## src/rtl/sevenseg_scan_ctrl.sv

```systemverilog
// Time-multiplexed N-digit 7-segment scanner: double-buffered data, leading-zero blanking,
// frame pulse. Define SEVSEG_DIM_EN to add the bright[3:0] PWM dimming input.
module sevenseg_scan_ctrl #(
    parameter int NUM_DIGITS     = 8,
    parameter int CLK_DIV        = 50000,
    parameter bit SEG_ACTIVE_LOW = 1'b1,
    parameter bit AN_ACTIVE_LOW  = 1'b1
) (
    input  logic                    clk,
    input  logic                    Rst,
    input  logic [4*NUM_DIGITS-1:0] data_in,
    input  logic [NUM_DIGITS-1:0]   dp_in,
    input  logic                    load,
    input  logic                    blank_lz,
    input  logic                    en,
`ifdef SEVSEG_DIM_EN
    input  logic [3:0]              bright,
`endif
    output logic [6:0]              sev_out,
    output logic                    dp_out,
    output logic [NUM_DIGITS-1:0]   an,
    output logic                    frame_done
);
    localparam int CW = $clog2(CLK_DIV);
    localparam int IW = (NUM_DIGITS > 1) ? $clog2(NUM_DIGITS) : 1;
    localparam logic [CW-1:0]         CNT_MAX = CW'(CLK_DIV - 1);
    localparam logic [IW-1:0]         IDX_MAX = IW'(NUM_DIGITS - 1);
    localparam logic [NUM_DIGITS-1:0] AN_OFF  = {NUM_DIGITS{AN_ACTIVE_LOW}};
    localparam logic [NUM_DIGITS-1:0] AN_ONE  = NUM_DIGITS'(1);
    localparam logic [6:0]            SEG_OFF = {7{SEG_ACTIVE_LOW}};

    logic [CW-1:0]           count, count_nxt;
    logic [IW-1:0]           idx, idx_nxt;
    logic                    tick, wrap;
    logic [4*NUM_DIGITS-1:0] shd_data, act_data, act_data_nxt;
    logic [NUM_DIGITS-1:0]   shd_dp, act_dp, act_dp_nxt;
    logic [NUM_DIGITS-1:0]   lz_mask, onehot, an_nxt;
    logic                    all_zero, cur_dp, blanked, phase_on, show, dp_nxt;
    logic [3:0]              cur_nib;
    logic [6:0]              seg, sev_nxt;

    // Active-low segment pattern {a,b,c,d,e,f,g}
    function automatic logic [6:0] seg_decode(input logic [3:0] nib);
        logic [6:0] s;
        case (nib)
            4'h0: s = 7'b0000001;
            4'h1: s = 7'b1001111;
            4'h2: s = 7'b0010010;
            4'h3: s = 7'b0000110;
            4'h4: s = 7'b1001100;
            4'h5: s = 7'b0100100;
            4'h6: s = 7'b0100000;
            4'h7: s = 7'b0001111;
            4'h8: s = 7'b0000000;
            4'h9: s = 7'b0000100;
            4'hA: s = 7'b0001000;
            4'hB: s = 7'b1100000;
            4'hC: s = 7'b0110001;
            4'hD: s = 7'b1000010;
            4'hE: s = 7'b0110000;
            default: s = 7'b0111000;
        endcase
        return s;
    endfunction

    always_comb begin
        tick         = en && (count == CNT_MAX);
        wrap         = tick && (idx == IDX_MAX);
        count_nxt    = count;
        idx_nxt      = idx;
        if (en)   count_nxt = tick ? '0 : count + CW'(1);
        if (tick) idx_nxt   = (idx == IDX_MAX) ? '0 : idx + IW'(1);
        act_data_nxt = act_data;
        act_dp_nxt   = act_dp;
        // A load landing on the wrap bypasses the shadow so it is not a frame late
        if (wrap) begin
            act_data_nxt = load ? data_in : shd_data;
            act_dp_nxt   = load ? dp_in   : shd_dp;
        end
    end

    always_comb begin
        lz_mask  = '0;
        all_zero = 1'b1;
        for (int k = NUM_DIGITS - 1; k >= 1; k--) begin
            all_zero   = all_zero && (act_data_nxt[4*k +: 4] == 4'h0);
            lz_mask[k] = all_zero;
        end
    end

    // Outputs are computed from next-cycle state so an/sev_out switch together with the index
    always_comb begin
        cur_nib = 4'(act_data_nxt >> {idx_nxt, 2'b00});
        cur_dp  = 1'(act_dp_nxt >> idx_nxt);
        blanked = blank_lz && 1'(lz_mask >> idx_nxt);
        onehot  = AN_ONE << idx_nxt;
`ifdef SEVSEG_DIM_EN
        phase_on = (4'(count_nxt / CW'(CLK_DIV / 16)) <= bright);
`else
        phase_on = 1'b1;
`endif
        show    = en && !blanked && phase_on;
        seg     = seg_decode(cur_nib);
        an_nxt  = show ? (AN_ACTIVE_LOW ? ~onehot : onehot) : AN_OFF;
        sev_nxt = show ? (SEG_ACTIVE_LOW ? seg : ~seg) : SEG_OFF;
        dp_nxt  = show ? (SEG_ACTIVE_LOW ? ~cur_dp : cur_dp) : SEG_ACTIVE_LOW;
    end

    always_ff @(posedge clk) begin
        if (Rst) begin
            count      <= '0;
            idx        <= '0;
            shd_data   <= '0;
            shd_dp     <= '0;
            act_data   <= '0;
            act_dp     <= '0;
            an         <= AN_OFF;
            sev_out    <= SEG_OFF;
            dp_out     <= SEG_ACTIVE_LOW;
            frame_done <= 1'b0;
        end else begin
            count    <= count_nxt;
            idx      <= idx_nxt;
            act_data <= act_data_nxt;
            act_dp   <= act_dp_nxt;
            if (load) begin
                shd_data <= data_in;
                shd_dp   <= dp_in;
            end
            an         <= an_nxt;
            sev_out    <= sev_nxt;
            dp_out     <= dp_nxt;
            frame_done <= wrap;
        end
    end
endmodule

```

## config.mk

```make
export PLATFORM = sky130hd
export DESIGN_NAME = sevenseg_scan_ctrl
export DESIGN_NICKNAME = d
export VERILOG_FILES = /design/src/rtl/sevenseg_scan_ctrl.sv
export SDC_FILE = /design/constraint.sdc
export NUM_CORES = 1
export LEC_CHECK = 0
export CAP_MARGIN = 20
export CORE_UTILIZATION = 40
export CTS_CLUSTER_DIAMETER = 60
export DETAILED_ROUTE_END_ITERATION = 6
export GPL_TIMING_DRIVEN = 0
export HOLD_SLACK_MARGIN = 0.05
export SYNTH_ARGS = -nofsm -noshare
export SYNTH_HDL_FRONTEND = slang
export SYNTH_SLANG_ARGS = --single-unit
```

## constraint.sdc

```tcl
create_clock -name clk -period 3.3 [get_ports clk]
set_input_delay 0.495 -clock clk [delete_from_list [all_inputs] [get_ports clk]]
set_output_delay 0.495 -clock clk [all_outputs]
set_load 0.03 [all_outputs]
```

==> flow_summary.ini, run 1 <==
[sta]
relSlewSlack_pct = 50.2
fmax_mhz = 314
tightestPinTransition_ps = 747
hold_slack_ps = 490
final_max_slew_viol_count = 0
hold_viol = 0
fin_setup_tns_ps = 0
finalCritPeriodShare_pct = 96.5
min_period_ps = 3190
skew_ps = 11.2
finalSetupViolations = 0

[logic_synthesis]
synth_edf_count = 0
syn-num-nets = 686
synth_top_area_share_pct = 40.9
synth_top_family_by_area = simple AND/OR/NAND/NOR gates
synthAdderAreaFrac_pct = 1.98
yosys-mux-area-fraction_pct = 13.0
ys_ff_latch = 116
yosysWarnings = 0
synth-simple-area-share_pct = 23.1
yosysSeqAreaShare_pct = 40.9
syn_area_sq_um = 5680
yosysUniqueCellTypes = 66
synthXorXnorAreaFrac_pct = 2.01
synth_top_area_cell = dfxtp_1
synth_common_cells = 116 x dfxtp_1, 110 x nor2_1, 54 x mux2i_1
yosys-top-cells-area = dfxtp_1 41%, mux2i_1 9.5%, nor2_1 7.3%
avgSynthCellArea_sq_um = 8.98
synth_compound_area_share_pct = 13.9
ys.flop_type = dfxtp_1
synthArstFlopShare_pct = 0
synth_cells = 632
synth.most_common_cell = dfxtp_1

[floorplanning]
ios = 62
core_area_sq_um = 13900
start_util_pct = 40.9
num_rows = 43
die_y_um = 121
fp.dieArea_sq_um = 14700
die_w_um = 121

[worst_setup_path]
r2r-start = count[1]$_SDFFE_PP0P_
crit_start = count[1]$_SDFFE_PP0P_
critPathTopFamily = compound AO/OA/AOI/OAI gates
slowest_delay_ps = 360
cpMaxStageDelayCell = dfxtp_1
cp_max_fo = 7
crit_buf_inv = 2
path_class = flop to flop
crit_cells = 13
r2r_slack_ps = 110
worst_ep_arrival_time_ps = 3460
cp.required_ps = 3570
crit_end = sev_out[3]$_SDFF_PP1_
path_cells = ha_1, and4_1, buf_6, nand4_4, buf_8, mux2_4, a211oi_2, o21ai_1, a41o_4, ha_1, a21bo_2, a21boi_1, o21ai_0
worstReg2RegEnd = sev_out[3]$_SDFF_PP1_
crit_path_end_kind = flop
worstSetupStartpointType = flop
crit_top_cell = ha_1
reg2regPathDepth = 13

[global_routing]
grt.total_usage_pct = 23.8
grt_pass1_wl_mm = 26.0
grt_pass1_vias = 4872
grt_max_degree = 17
antenna_found_initial = 0
grt.overflow.total = 0

[outcome]
status = complete, no violations

[power]
power.internal_mw = 2.91
seq_power_share_pct = 38.8
power_frac_comb_pct = 6.0
p_switching_mw = 0.835
p_sw_share_pct = 22.3
pwr-share-clk_pct = 55.2
peakVddDrop_mv = 0.422
powerDensity_nw_per_um2 = 508
leakage_nw = 2.73

[cts]
clockRootBuffer = clkbuf_16
ctsHoldBuffers = 0
cts_tree = built
path_clk_slew_ps = 60
clockBufferDepth = 2
clock_latency_ps = 430
numCtsBuffers = 17
htree_levels = 4
cts.sinks = 116

[drt]
num_vias = 5059
wl_mm = 16.8
drtAntennaViolNets = 0
drt_pass1_iterations = 5
vias_per_cell = 5.53
drc_errors = 0
drtIter0Drc = 365
wire_per_inst_um = 18.4

[layout]
layout-drive-gt1-share_pct = 15.4
design_area_sq_um = 7370
layout.nets = 776
nFillCells = 1288
area.growth.synth_to_final_pct = 29.8
diodes = 0

[placed_design]
dpl_cell_area_sq_um = 6490
globalplace.congestion = 0.943
io_buffers = 59
dp_hpwl_mm = 12.4

[hold_path]
hold_class = flop to flop

[job]
maxCapViolations = 0
==> how the worst min path moves through the flow <==
stage / startpoint / endpoint / cells past startpoint
2_1_floorplan: act_dp[0]$_SDFF_PP0_ / act_dp[0]$_SDFF_PP0_ / 2
6_report: act_dp[6]$_SDFF_PP0_ / act_dp[6]$_SDFF_PP0_ / 2
3_5_place_dp: act_dp[6]$_SDFF_PP0_ / act_dp[6]$_SDFF_PP0_ / 2
5_1_grt: act_dp[6]$_SDFF_PP0_ / act_dp[6]$_SDFF_PP0_ / 2
4_1_cts: act_dp[6]$_SDFF_PP0_ / act_dp[6]$_SDFF_PP0_ / 2
3_3_place_gp: act_dp[6]$_SDFF_PP0_ / act_dp[6]$_SDFF_PP0_ / 2
==> repair_timing <==
item                       4_1_cts  5_1_grt
setup endpoints to repair        7        6
setup buffers                    6        7
pin swaps                        2        4
resized for setup               15       23
==> power groups by stage <==
stage          clock network [mW]  logic [mW]  registers [mW]
6_report                     2.06       0.226            1.45
5_1_grt                      2.14       0.244            1.45
4_1_cts                      2.09       0.226            1.45
3_5_place_dp                    0       0.225            1.48
3_3_place_gp                    0       0.222            1.48
2_1_floorplan                   0       0.109            1.49
==> layout by cell type, fill, tap and decap left out, types with 4 or more instances in the layout <==
cell type | netlist | layout
a22oi_1 | 5 | 4
clkbuf_1 | 22 | 18
clkbuf_16 | 0 | 17
mux2_2 | 5 | 4
inv_1 | 12 | 12
nor2_1 | 110 | 109
ha_1 | 9 | 8
nand2_1 | 40 | 40
nor4_1 | 9 | 8
xor2_1 | 11 | 11
mux2i_1 | 54 | 53
a211oi_1 | 30 | 29
o21ai_0 | 15 | 13
buf_4 | 3 | 19
buf_6 | 7 | 7
dfxtp_1 | 116 | 114
buf_2 | 8 | 6
and4_1 | 4 | 4
nor3b_1 | 4 | 4
a21oi_1 | 30 | 30
nand3_1 | 26 | 26
o21ai_1 | 2 | 4
clkdlybuf4s50_1 | 0 | 58
nor2b_1 | 9 | 9
nand2b_1 | 6 | 6
nand4_1 | 7 | 7
clkinv_4 | 0 | 4
bufinv_16 | 0 | 5
or3_1 | 5 | 5
o211ai_1 | 7 | 7
nor3_1 | 15 | 15
==> stage by stage <==
stage / cells / setup WS [ps] / power, mW / utilization, %
global route: 915 / -9.32 / 3.84 / 53.1
CTS: 908 / 4.53 / 3.77 / 52.1
global placement: 871 / -719 / 1.70 / 46.8
floorplan: 632 / 277 / 1.60 / -
finish: 915 / 114 / 3.74 / 53.1
detailed placement: 871 / -769 / 1.70 / 46.8
==> tightest hold or removal path, delay by kind of cell (launching register included) <==
family | cells | cell delay (ps)
DFF | 1 | 300
AOI/OAI and AO/OA | 1 | 80
and+or+nand+nor | 1 | 70
==> kinds of logic after synthesis <==
kind of cell / count (synthesis)
AO/OA/AOI/OAI: 113
AND/OR/NAND/NOR: 258
adder cells (fa/ha/maj): 9
multiplexers: 66
buffers and inverters: 57
flip-flops: 116
XOR/XNOR: 13
==> flip-flops by register name, indices dropped and copies added, names as in the netlist <==
register,flops
shd_dp,8
shd_data,32
dp_out,1
count,16
an,8
act_dp,8
frame_done,1
idx,3
act_data,32
sev_out,7
==> layout make-up <==
type | instances | area (sq um) | area share [%]
timing repair buffer | 72 | 687 | 9.32
tap | 180 | 225 | 3.06
multi-input combinational | 459 | 3150 | 42.7
clock inverter | 14 | 225 | 3.06
inverter | 13 | 50.0 | 0.679
sequential | 116 | 2320 | 31.6
clock buffer | 18 | 439 | 5.96
buffer | 43 | 269 | 3.65
==> per-layer routing <==
layer	vias up	global-route usage [%]	part of all wire, %
li1	2435	-	-
met1	2422	29.2	44
met2	160	39.1	47
met3	42	5.40	5.2
met4	0	12.0	3.6
met5	-	0	0
Note: power is estimated with default switching activity, not from simulation.
==> run 2, diff against run 1 <==
ABC_CLOCK_PERIOD_IN_PS = 3300   (was not set)
CTS_CLUSTER_SIZE = 14   (was not set)
==> results of run 2 <==
The final DEF is identical to that of run 1; final timing and power are the same.
==> run 3, diff against run 2 <==
CTS_CLUSTER_SIZE = not set   (was 14)
==> results of run 3 <==
The final DEF is identical to that of run 1; final timing and power are the same.
